### config.mk
export PLATFORM = sky130hd
export DESIGN_NAME = simeck_key_seq
export DESIGN_NICKNAME = d
export VERILOG_FILES = /design/src/rtl/simeck_key_seq.sv
export SDC_FILE = /design/constraint.sdc
export NUM_CORES = 1
export LEC_CHECK = 0
export ABC_CLOCK_PERIOD_IN_PS = 4790
export BUFFER_PORTS_ARGS = -buffer_cell sky130_fd_sc_hd__buf_2
export CELL_PAD_IN_SITES_DETAIL_PLACEMENT = 0
export CELL_PAD_IN_SITES_GLOBAL_PLACEMENT = 1
export CORE_MARGIN = 2
export CORE_UTILIZATION = 25
export DETAILED_ROUTE_END_ITERATION = 7
export GPL_TIMING_DRIVEN = 0
export PLACE_DENSITY = 0.64
export REMOVE_ABC_BUFFERS = 1
export SLEW_MARGIN = 20
export SYNTH_ARGS = -nofsm -noshare
export SYNTH_HDL_FRONTEND = slang
export SYNTH_SLANG_ARGS = --single-unit
### constraint.sdc
create_clock -name clk -period 4.79 [get_ports clk]
set_input_delay 0.479 -clock clk [delete_from_list [all_inputs] [get_ports clk]]
set_output_delay 0.479 -clock clk [all_outputs]
set_load 0.005 [all_outputs]
### src/rtl/simeck_key_seq.sv
// Simeck key-schedule sequencer: loads the master key into the key chain, then runs the z0 round constants.
// Optional abort input enabled by defining SIMECK_KEY_SEQ_ABORT_EN.
module simeck_key_seq #(
    parameter int DATAW  = 16,
    parameter int ROUNDS = 32
) (
    input  logic               clk,
    input  logic               reset,
    input  logic               start,
    input  logic [4*DATAW-1:0] key,
`ifdef SIMECK_KEY_SEQ_ABORT_EN
    input  logic               abort,
`endif
    output logic               busy,
    output logic               done,
    output logic               kctr,
    output logic [DATAW-1:0]   key_word,
    output logic [DATAW-1:0]   k,
    output logic               rk_valid,
    output logic [5:0]         rnd
);

    typedef enum logic [1:0] {
        S_IDLE,
        S_LOAD,
        S_RUN,
        S_DONE
    } state_t;

    localparam logic [4:0]       LFSR_INIT = 5'b11111;
    localparam logic [5:0]       RND_LAST  = 6'(ROUNDS - 1);
    localparam logic [DATAW-1:0] K_IDLE    = {{(DATAW-2){1'b1}}, 2'b01};

    function automatic logic [DATAW-1:0] k_of(input logic z);
        return {{(DATAW-2){1'b1}}, 1'b0, z};
    endfunction

    // z0 recurrence: s[t+5] = s[t] ^ s[t+1] ^ s[t+2] ^ s[t+4], output is bit 0
    function automatic logic [4:0] lfsr_step(input logic [4:0] s);
        return {s[0] ^ s[1] ^ s[2] ^ s[4], s[4:1]};
    endfunction

    state_t           state_q, state_d;
    logic [1:0]       j_q, j_d;
    logic [4:0]       lfsr_q, lfsr_d;
    logic [5:0]       rnd_q, rnd_d;
    logic             busy_q, busy_d;
    logic             done_q, done_d;
    logic             kctr_q, kctr_d;
    logic             rk_valid_q, rk_valid_d;
    logic [DATAW-1:0] key_word_q, key_word_d;
    logic [DATAW-1:0] k_q, k_d;
    logic [DATAW-1:0] key_w [4];
    logic             abort_w;

`ifdef SIMECK_KEY_SEQ_ABORT_EN
    assign abort_w = abort;
`else
    assign abort_w = 1'b0;
`endif

    always_comb begin
        for (int i = 0; i < 4; i++) begin
            key_w[i] = key[i*DATAW +: DATAW];
        end
    end

    always_comb begin
        state_d    = state_q;
        j_d        = j_q;
        lfsr_d     = lfsr_q;
        rnd_d      = rnd_q;
        busy_d     = busy_q;
        done_d     = 1'b0;
        kctr_d     = kctr_q;
        rk_valid_d = rk_valid_q;
        key_word_d = key_word_q;
        k_d        = k_q;

        unique case (state_q)
            S_IDLE: begin
                if (start) begin
                    state_d    = S_LOAD;
                    j_d        = 2'd0;
                    busy_d     = 1'b1;
                    kctr_d     = 1'b1;
                    key_word_d = key_w[0];
                end
            end
            S_LOAD: begin
                if (j_q == 2'd3) begin
                    state_d    = S_RUN;
                    j_d        = 2'd0;
                    kctr_d     = 1'b0;
                    key_word_d = '0;
                    rk_valid_d = 1'b1;
                    rnd_d      = 6'd0;
                    // round 0 constant comes from the seed, lfsr then points at round 1
                    k_d        = k_of(LFSR_INIT[0]);
                    lfsr_d     = lfsr_step(LFSR_INIT);
                end else begin
                    j_d        = j_q + 2'd1;
                    key_word_d = key_w[j_q + 2'd1];
                end
            end
            S_RUN: begin
                if (rnd_q == RND_LAST) begin
                    state_d    = S_DONE;
                    done_d     = 1'b1;
                    busy_d     = 1'b0;
                    rk_valid_d = 1'b0;
                    rnd_d      = 6'd0;
                    k_d        = K_IDLE;
                    lfsr_d     = LFSR_INIT;
                end else begin
                    rnd_d  = rnd_q + 6'd1;
                    k_d    = k_of(lfsr_q[0]);
                    lfsr_d = lfsr_step(lfsr_q);
                end
            end
            S_DONE: begin
                state_d = S_IDLE;
            end
            default: begin
                state_d = S_IDLE;
            end
        endcase

        if (abort_w && (state_q == S_LOAD || state_q == S_RUN)) begin
            state_d    = S_IDLE;
            j_d        = 2'd0;
            lfsr_d     = LFSR_INIT;
            rnd_d      = 6'd0;
            busy_d     = 1'b0;
            done_d     = 1'b0;
            kctr_d     = 1'b0;
            rk_valid_d = 1'b0;
            key_word_d = '0;
            k_d        = K_IDLE;
        end
    end

    always_ff @(posedge clk or negedge reset) begin
        if (!reset) begin
            state_q    <= S_IDLE;
            j_q        <= 2'd0;
            lfsr_q     <= LFSR_INIT;
            rnd_q      <= 6'd0;
            busy_q     <= 1'b0;
            done_q     <= 1'b0;
            kctr_q     <= 1'b0;
            rk_valid_q <= 1'b0;
            key_word_q <= '0;
            k_q        <= K_IDLE;
        end else begin
            state_q    <= state_d;
            j_q        <= j_d;
            lfsr_q     <= lfsr_d;
            rnd_q      <= rnd_d;
            busy_q     <= busy_d;
            done_q     <= done_d;
            kctr_q     <= kctr_d;
            rk_valid_q <= rk_valid_d;
            key_word_q <= key_word_d;
            k_q        <= k_d;
        end
    end

    assign busy     = busy_q;
    assign done     = done_q;
    assign kctr     = kctr_q;
    assign key_word = key_word_q;
    assign k        = k_q;
    assign rk_valid = rk_valid_q;
    assign rnd      = rnd_q;

endmodule

# Yosys cells after proc, flatten, opt, wreduce, memory -nomap -nowiden

Cells that the tools add are included.
W data, S select, Z words.

Register bits: 51
Output and inout bits: 42
Bits in latches: 0
Memories: 0
Logic and storage cells: 66
Bits in read-only memories: 0
Input port bits: 67
Memory bits (writable): 0

Order comparisons: 1
Muxes and demuxes: 31
Add/sub/neg operators: 2
Multiply operators: 0
Divide/modulo/power cells: 0
Shift operators: 0
Equal/unequal tests: 8
Reduce and logical (&&, ||, !) cells: 10
Bitwise operators: 4

Operators by type and width:

| kind                  | count |
|---|---|
| $mux W16              | 5 |
| $pmux W16 S2          | 2 |
| $bmux W16 S2          | 1 |
| $mux W6               | 2 |
| $pmux W6 S2           | 1 |
| $reduce_and A3 Y1     | 4 |
| $mux W2               | 5 |
| $mux W5               | 2 |
| $pmux W5 S2           | 1 |
| $pmux W2 S4           | 1 |
| $mux W1               | 7 |
| $add A6 B1 Y6 const B | 1 |
| $eq A2 B2 Y1 const B  | 3 |
| $eq A6 B5 Y1 const B  | 1 |
| $ne A2 B2 Y1 const B  | 3 |
| $pmux W1 S2           | 3 |
| $reduce_bool A2 Y1    | 3 |
| $pmux W2 S2           | 1 |
| $reduce_and A2 Y1     | 2 |
| $ge A3 B3 Y1 const B  | 1 |
| $not A2 Y3            | 1 |
| $xor A1 B1 Y1         | 3 |
| $add A2 B1 Y2 const B | 1 |
| $eq A2 B1 Y1 const B  | 1 |
| $logic_not A2 Y1      | 1 |

# Longest topological paths before layout

Gate-level depths: netlist (run 1).

Depth in word-level cells: 7
Depth in mapped cells: 8
Depth with buffers taken out: 6

# Worst setup path after synthesis (run 1)

Ideal clock, no wire load.

Path kind: register -> register
Start: reg j_q[0]
End: reg key_word_q[10] (netlist: key_word[10])
Data required time: 4664 ps
Clock period less this slack: 1908 ps
Path buffers: 2
Library setup time: 126 ps
Path slack: 2882 ps
Data arrival time: 1782 ps
Cell stages (with the launch flop): 6
Path through: dfrtp_1 > ha_1 > buf_2 > buf_1 > mux4_2 > a221o_1

Cells in the longest elaborated chain, start to end: 7
Elaborated cells between the ends (all ways): 8
Classes of those cells: 1 x add/sub; 1 x eq/ne; 5 x mux; 1 x bitwise

RTL lines:

| what                                         | line | source |
|---|---|---|
| start, declared                              | 44   | `logic [1:0] j_q, j_d;` |
| start signal, assigned                       | 157  | `j_q <= j_d;` |
| $add A2 B1 Y2                                | 103  | `key_word_d = key_w[j_q + 2'd1];` |
| $not A2 Y3 (not written as such)             | 103  |  |
| $bmux W16 S2                                 | 103  |  |
| $mux W16 (not written as such) (2 in series) | 103  |  |
| $mux W16 *                                   | 91   | `if (j_q == 2'd3) begin` |
| $pmux W16 S2 *                               | 80   | `unique case (state_q)` |
| end signal, assigned                         | 164  | `key_word_q <= key_word_d;` |
| end, declared                                | 51   | `logic [DATAW-1:0] key_word_q, key_word_d;` |

Mark *: on every way between the ends. The rest lies on a longest branch, timed or not. The select of a mux whose other input is x is not followed.
A chain may end at the register's enable or synchronous reset.

# Worst setup path after layout (run 1)

Start: reg j_q[0]
End: reg key_word_q[9] (netlist: key_word[9])

Same word-level chain as after synthesis.

==> results of run 1 <==
## cells in the final DEF (no fill, tap or decap), drive strengths merged, types with 2 or more instances in the layout
master / netlist / routed
a21o: 2 / 2
a21oi: 9 / 9
a221o: 14 / 14
a221oi: 2 / 2
and3: 3 / 3
buf: 23 / 93
clkbuf: 6 / 7
conb: 2 / 15
dfrtp: 30 / 30
dfstp: 6 / 6
ha: 6 / 6
inv: 9 / 9
mux2: 3 / 3
mux2i: 6 / 6
mux4: 16 / 16
nand2: 7 / 7
nor2: 14 / 14
nor3b: 14 / 14
o21ai: 8 / 8
xnor2: 2 / 2
## logic make-up (layout without fill, tap and decap cells)
logic type,after synthesis,in the layout,share of synthesized area [%]
adders and majority gates,6,6,3.26
muxes,25,25,20.9
xor gates and xnor gates,3,3,1.14
DFF,36,36,39.5
buffers and inverters,38,110,9.95
and+or+nand+nor,44,44,10.4
other,2,15,0.326
AOI/OAI and AO/OA,44,44,14.6
## per-stage QoR
step	setup slack, ns	total power, mW	std cells	hold WS, ns
after detailed placement	2.02	1.46	386	0.488
after floorplan	2.61	1.14	182	0.183
after global routing	1.86	1.87	394	0.356
final	2.09	1.73	394	0.287
after CTS	1.97	1.76	394	0.326
after global placement	2.03	1.43	386	0.480
## worst register-to-register path: stages, from the launching register on
cell and delay [ns]:
dfrtp_1 1.01, ha_1 0.76, mux4_1 0.42, a221oi_1 0.28
a21oi_1 0.07
## power groups by stage
| stage | clock [mW] | sequential, mW | combinational [mW] |
|---|---|---|---|
| global placement | 0 | 0.531 | 0.897 |
| floorplan | 0 | 0.522 | 0.618 |
| detailed placement | 0 | 0.534 | 0.923 |
| CTS | 0.305 | 0.530 | 0.924 |
| finish | 0.293 | 0.526 | 0.910 |
| global route | 0.318 | 0.550 | 1.01 |
## final cells by class
class / instances / area, sq um
repair buffers: 93 / 465
inverters: 9 / 33.8
multi-input cells: 137 / 1220
well taps: 111 / 139
clock inverters: 1 / 30.0
flip-flops and latches: 36 / 908
fillers: 938 / 6170
clock buffers: 7 / 96.3
## routing by layer
metal  vias up  part of all wire [%]  GRT usage (%)
li1        888                     -              -
met1       938                    46           16.2
met2        51                    49           19.6
met3         6                   4.3           2.23
met4         0                   1.3           3.79
met5         -                     0              0
## registers in the layout, summed over array words and instances (netlist names)
name	cells
k	1
lfsr_q	5
j_q	2
rk_valid	1
done	1
state_q	2
kctr	1
busy	1
rnd	6
key_word	16
## path summary, 6_finish.rpt
path / to / from / slack (ns) / cells after the start
max: key_word[9]$_DFFE_PN0P_ / j_q[0]$_DFFE_PN0P_ / 2.09 / 4
min: rnd[4]$_DFFE_PN0P_ / reset / 0.29 / 1
max reg2reg: key_word[9]$_DFFE_PN0P_ / j_q[0]$_DFFE_PN0P_ / 2.09 / 4
min reg2reg: lfsr_q[4]$_DFFE_PN1P_ / lfsr_q[4]$_DFFE_PN1P_ / 0.50 / 2
max in group asynchronous: key_word[8]$_DFFE_PN0P_ / reset / 3.96 / 1
min in group clk: lfsr_q[4]$_DFFE_PN1P_ / lfsr_q[4]$_DFFE_PN1P_ / 0.50 / 2
==> flow_summary.yaml, run 1 <==
placement:
  gp_congestion: 0.718
  port_buffers: 93
  dp_hpwl_microns: 4360
  place_area_sq_um: 2770
pwr:
  vdd_drop_max_v: 0.000172
  power.clock.fraction_pct: 16.9
  leakagePower_nw: 1.35
  p_int_mw: 1.05
  sw_frac_of_total_pct: 39.1
  power.density_nw_per_um2: 597
  pwr-share-comb_pct: 52.6
  p_seq_share_pct: 30.4
  p_sw_mw: 0.676
sta:
  setup_viol: 0
  max_freq_mhz: 371
  hold_viol_final: 0
  fin_worst_skew_ns: 0.00931
  worst_pin_slew_ns: 1.06
  relSlewSlack_pct: 29.4
  rsz0062_at_grt: "false"
  final.setup.tns_ns: 0
  period_needed_ns: 2.70
  slew_violations: 0
  min_period_over_period_pct: 56.3
synth:
  synth_edf_count: 0
  yosys.area.top_type: "dfrtp_1"
  netlist.area_leader.share_pct: 32.6
  yosys_register_bits: 36
  ys_top_cells_by_area: "dfrtp_1 33%, mux4_2 8.8%, mux4_1 8.0%"
  avgSynthCellArea_sq_um: 11.6
  async_reset_ff_share_pct: 100
  synthMostInstantiatedCell: "dfrtp_1"
  ys_types: 43
  seq_area_frac_synth_pct: 39.5
  synth_common_cells: "30 x dfrtp_1, 15 x buf_4, 14 x a221o_1, 14 x nor2_1, 14 x nor3b_1"
  syn_area_sq_um: 2300
  synth_ff_type: "dfrtp_1"
  synth_cells: 198
  yosysWarnings: 0
layout:
  area_growth_pct: 25.9
  final_cell_area_sq_um: 2900
  final_util_pct: 32.0
  fin_nets: 355
  layout-drive-gt1-share_pct: 43.5
  num_antenna_cells: 0
route:
  drt-pass1-iter-count: 4
  num_vias: 1883
  drc: 0
  avgRoutedWirePerCell_microns: 15.1
  ant_nets: 0
  wirelength_microns: 5940
  drt_iter0_drc: 96
  viasPerCell: 4.78
min_path:
  worstHoldPathType: "in -> async"
run_status:
  status: "completed"
critical_path:
  worstPathMaxFanout: 18
  critPathRequiredTime_ns: 4.93
  critical_path_class: "reg -> reg"
  worst_path_dominant_cell_family: "flip-flops"
  cp_data_arrival_time_ns: 2.83
  cp_cell_sequence: "ha_1 -> mux4_1 -> a221oi_1 -> a21oi_1"
  start_kind: "flop"
  crit_buf_inv: 0
  crit_path_end_kind: "flop"
  critPathMaxStageDelay_ns: 1.01
  cp_slowest_cell: "dfrtp_1"
cts:
  cts_tree: "yes"
  ctsResizeCount: 0
  clk_pin_slew_ns: 0.08
  numCtsBuffers: 5
  ctsHoldBuffers: 0
  htree_num_levels: 2
  clock_latency_ns: 0.29
  cts_buffer_depth: 2
  cts_setup_buffers: 0
  cts_sinks: 36
  cts_root_buf: "clkbuf_8"
grt:
  antenna_found_initial: 0
  grt_pass1_vias: 1845
  grt_start_max_net_pins: 37
  grt_pass1_wl_microns: 9410
  grt_remaining_overflow: 0
  track_usage_pct: 12.0
floorplanning:
  die-area_sq_um: 9990
  start_util_pct: 25.4
  row_count: 35
  die_w_microns: 100
  core_area_sq_um: 9060
  io_pins: 109
  fp.dieH_microns: 100
run:
  maxCapViolations: 0
Note: power is estimated with default switching activity, not from simulation.
==> inputs of run 2 (changes only) <==
ABC_CLOCK_PERIOD_IN_PS = 2600   (was 4790)
clock period = 2.6 ns   (was 4.79 ns; I/O delays follow)
==> flow_summary.yaml, run 2 (synthesis gave the netlist of run 1 again) <==
cts:
  cts_tree: "yes"
  cts_buffer_depth: 2
  numCtsBuffers: 5
  clk_pin_slew_ns: 0.08
  ctsHoldBuffers: 0
  cts_sinks: 36
  clock_latency_ns: 0.29
  htree_num_levels: 2
  cts_root_buf: "clkbuf_8"
run:
  maxCapViolations: 0
layout:
  final_cell_area_sq_um: 2900
  layout_commonest_cell: "buf_2"
  largest_reg_flops: 16
  num_antenna_cells: 0
  multi_input_area_sq_um: 1230
  final_cell_mix: "93 x buf_2, 29 x dfrtp_1, 15 x conb_1"
  area_growth_pct: 26.0
  fill_cells: 937
  final_util_pct: 32.0
  layout-drive-gt1-share_pct: 44.2
  register_area_sq_um: 910
  fin_nets: 355
critical_path:
  critical_path_class: "reg -> reg"
  rr_startpoint: "j_q[0]$_DFFE_PN0P_"
  crit_path_end_kind: "flop"
  cp_data_arrival_time_ns: 2.54
  start_kind: "flop"
  worstPathMaxFanout: 18
  reg2reg_depth: 4
  reg2reg_to: "key_word[9]$_DFFE_PN0P_"
  critPathRequiredTime_ns: 2.74
  ff2ff_setup_slack_ns: 0.20
floorplanning:
  fp.dieH_microns: 100
  core_area_sq_um: 9060
  die_w_microns: 100
  io_pins: 109
  start_util_pct: 25.4
  row_count: 35
  die-area_sq_um: 9990
route:
  avgRoutedWirePerCell_microns: 15.1
  viasPerCell: 4.77
  drt_iter0_drc: 99
  drc: 0
  num_vias: 1881
  ant_nets: 0
  wirelength_microns: 5930
  drt-pass1-iter-count: 4
sta:
  hold_viol_final: 0
  relSlewSlack_pct: 41.9
  min_period_over_period_pct: 92.4
  worst_pin_slew_ns: 0.868
  max_freq_mhz: 416
  setup_viol: 0
  fin_worst_skew_ns: 0.00938
  rsz0062_at_grt: "false"
  period_needed_ns: 2.40
  slew_violations: 0
  final.setup.tns_ns: 0
pwr:
  pwr-share-comb_pct: 52.6
  leakagePower_nw: 1.35
  p_int_mw: 1.95
  p_seq_share_pct: 30.5
  sw_frac_of_total_pct: 39.0
  power.clock.fraction_pct: 16.9
  p_sw_mw: 1.24
  power.density_nw_per_um2: 1100
  vdd_drop_max_v: 0.000316
placement:
  dp_hpwl_microns: 4360
  port_buffers: 93
  gp_congestion: 0.718
  place_area_sq_um: 2770
run_status:
  status: "completed"
grt:
  grt_pass1_vias: 1845
  track_usage_pct: 12.0
  grt_start_max_net_pins: 37
  grt_pass1_wl_microns: 9410
  antenna_found_initial: 0
  grt_remaining_overflow: 0
min_path:
  worstHoldPathType: "in -> async"
run 2: cell counts in the layout (fill, tap and decap cells not counted):
Identical to the previous run, type by type.
run 2: worst max-delay path by stage:
stage | startpoint | end | slack, ns | cells after the start
2_1_floorplan | j_q[0]$_DFFE_PN0P_ | key_word[5]$_DFFE_PN0P_ | 0.42 | 4
3_3_place_gp | j_q[0]$_DFFE_PN0P_ | key_word[5]$_DFFE_PN0P_ | -0.16 | 4
3_5_place_dp | state_q[1]$_DFFE_PN0P_ | rnd[4]$_DFFE_PN0P_ | -0.17 | 6
4_1_cts | j_q[0]$_DFFE_PN0P_ | key_word[9]$_DFFE_PN0P_ | 0.14 | 4
5_1_grt | j_q[0]$_DFFE_PN0P_ | key_word[5]$_DFFE_PN0P_ | 0.05 | 4
6_report | j_q[0]$_DFFE_PN0P_ | key_word[9]$_DFFE_PN0P_ | 0.20 | 4
run 2: routing by layer:
layer | global-route usage, % | part of all wire (%) | vias to the layer above
met2 | 19.6 | 49 | 51
li1 | - | - | 889
met3 | 2.23 | 4.3 | 6
met4 | 3.79 | 1.3 | 0
met1 | 16.2 | 46 | 935
met5 | 0 | 0 | -
run 2: final cells by class:
class	count	share of cell area (%)
well taps	111	4.79
inverters	9	1.16
clock inverters	1	1.03
flip-flops and latches	36	31.3
multi-input cells	137	42.3
repair buffers	93	16.0
clock buffers	7	3.32
run 2: critical path, stage by stage, from the launching register on:
cell and delay [ns]:
dfrtp_2 0.62, ha_1 0.86, mux4_1 0.42, a221oi_1 0.28, a21oi_1 0.07
run 2: stage by stage:
stage	std cells	total power [mW]	hold WS [ns]	worst slack (ns)
after floorplan	182	2.10	-0.0356	0.424
after global placement	386	2.63	0.431	-0.163
after detailed placement	386	2.68	0.421	-0.174
after CTS	394	3.25	0.107	0.144
after global routing	394	3.46	0.137	0.0476
final	394	3.19	0.0691	0.198
run 2: power groups by stage:
stage	Clock, mW	Combinational, mW	Sequential [mW]
3_3_place_gp	0	1.65	0.978
3_5_place_dp	0	1.70	0.984
2_1_floorplan	0	1.14	0.963
5_1_grt	0.587	1.86	1.01
6_report	0.540	1.68	0.972
4_1_cts	0.562	1.71	0.979
run 2: repair_timing:
item                                   4_1_cts  5_1_grt
setup buffers                                0        0
setup endpoints to repair                   27        0
endpoints found under the hold margin        0        0
gates resized for setup                      3        0
==> inputs of run 3 (changes only) <==
PLACE_DENSITY = unset   (was 0.64)
PLACE_DENSITY_LB_ADDON = 0.1   (was unset)
==> flow_summary.yaml, run 3 (synthesis gave the netlist of run 1 again) <==
cts:
  cts_root_buf: "clkbuf_8"
  numCtsBuffers: 5
  cts_setup_buffers: 0
  cts_buffer_depth: 2
  cts_tree: "yes"
  cts_sinks: 36
  clk_pin_slew_ns: 0.08
  clock_latency_ns: 0.29
  htree_num_levels: 2
layout:
  layout_commonest_cell: "buf_2"
  area_growth_pct: 25.0
  largest_reg_flops: 16
  layout-drive-gt1-share_pct: 44.2
  final_cell_mix: "93 x buf_2, 29 x dfrtp_1, 15 x conb_1"
  num_antenna_cells: 0
  fin_nets: 355
  fill_cells: 930
pwr:
  p_seq_share_pct: 31.2
  vdd_drop_max_v: 0.000397
  leakagePower_nw: 1.34
  p_sw_mw: 1.26
  pwr-share-comb_pct: 54.4
  power.clock.fraction_pct: 14.4
  p_int_mw: 1.85
  sw_frac_of_total_pct: 40.5
  power.density_nw_per_um2: 1080
route:
  avgRoutedWirePerCell_microns: 15.9
  drt_iter0_drc: 52
  drt-pass1-iter-count: 4
  viasPerCell: 4.77
  ant_nets: 0
  wirelength_microns: 6260
  num_vias: 1880
  drc: 0
placement:
  port_buffers: 93
  gp_congestion: 0.673
  dp_hpwl_microns: 4390
grt:
  antenna_found_initial: 0
  busiest_layer: "met2"
  grt_remaining_overflow: 0
  track_usage_pct: 12.5
  grt_pass1_wl_microns: 9650
  grt_use_met3_pct: 3.20
  met2_usage_pct: 20.3
  grt_start_max_net_pins: 37
  use_met1_pct: 16.6
  grt_pass1_vias: 1789
critical_path:
  cp_cell_sequence: "ha_2 -> mux4_1 -> a221oi_1 -> a21oi_1"
  cp_data_arrival_time_ns: 2.37
  cp_slowest_cell: "ha_2"
  critical_path_class: "reg -> reg"
  critPathMaxStageDelay_ns: 0.69
  worstPathMaxFanout: 18
  crit_path_end_kind: "flop"
  start_kind: "flop"
  critPathRequiredTime_ns: 2.74
sta:
  relSlewSlack_pct: 39.0
  slew_violations: 0
  max_freq_mhz: 449
  hold_viol_final: 0
  min_period_over_period_pct: 85.7
  final.setup.tns_ns: 0
  fin_worst_skew_ns: 0.00610
  rsz0062_at_grt: "false"
  setup_viol: 0
  worst_pin_slew_ns: 0.911
  period_needed_ns: 2.23
  hold_slack_ns: 0.0862
min_path:
  worstHoldPathType: "in -> async"
floorplanning:
  io_pins: 109
  core_area_sq_um: 9060
  die_w_microns: 100
  die-area_sq_um: 9990
  fp.dieH_microns: 100
  start_util_pct: 25.4
  row_count: 35
run:
  maxCapViolations: 0
run_status:
  status: "completed"
## run 3: cell types whose count changed in the layout (fill, tap and decap cells not counted), sizes merged
cell    delta
bufinv     -1
clkbuf     +1
## run 3: path summary, 6_finish.rpt
kind / startpoint / cells after the start / endpoint / slack, ns
min reg2reg: lfsr_q[4]$_DFFE_PN1P_ / 2 / lfsr_q[4]$_DFFE_PN1P_ / 0.50
max: j_q[0]$_DFFE_PN0P_ / 4 / key_word[5]$_DFFE_PN0P_ / 0.37
max reg2reg: j_q[0]$_DFFE_PN0P_ / 4 / key_word[5]$_DFFE_PN0P_ / 0.37
min: reset / 1 / rnd[0]$_DFFE_PN0P_ / 0.09
min in group clk: key[9] / 3 / key_word[9]$_DFFE_PN0P_ / 0.29
max in group asynchronous: reset / 1 / j_q[0]$_DFFE_PN0P_ / 1.93
## run 3: worst max-delay path: cells and delay by family (launching register included)
kind	cells	cell delay (ns)
adders and majority gates	1	0.69
DFF	1	0.62
muxes	1	0.39
AOI/OAI and AO/OA	2	0.36
## run 3: stage by stage
stage	setup WS, ns	cells	total power [mW]	util [%]	area (sq um)
2_1_floorplan	0.424	182	2.10	-	2160
3_3_place_gp	-0.355	386	2.69	30.4	2760
3_5_place_dp	-0.327	386	2.71	30.5	2770
4_1_cts	0.0401	394	3.19	31.7	2880
5_1_grt	0.142	394	3.39	31.7	2880
6_report	0.371	394	3.12	31.7	2880
## run 3: what timing repair did
action | CTS | global route
setup endpoints to repair | 27 | 2
hold buffers | 0 | 0
gates resized for setup | 3 | 1
## run 3: layout make-up
class,instances,area (sq um),share of cell area [%]
multi-input cells,137,1230,42.7
inverters,9,33.8,1.17
clock buffers,8,100,3.48
repair buffers,93,465,16.2
flip-flops and latches,36,910,31.6
well taps,111,139,4.83
## run 3: metal layers
| layer | part of all wire (%) | wire length [microns] | vias up |
|---|---|---|---|
| li1 | - | - | 888 |
| met1 | 45 | 2840 | 927 |
| met2 | 48 | 3010 | 59 |
| met3 | 5.6 | 348 | 6 |
| met4 | 1.0 | 65 | 0 |
| met5 | 0 | 0 | - |
## run 3: power groups by stage
stage / Sequential, mW / Clock (mW) / Combinational [mW]
4_1_cts: 0.981 / 0.471 / 1.74
2_1_floorplan: 0.963 / 0 / 1.14
5_1_grt: 1.02 / 0.486 / 1.88
3_5_place_dp: 0.986 / 0 / 1.72
3_3_place_gp: 0.982 / 0 / 1.71
6_report: 0.972 / 0.448 / 1.70
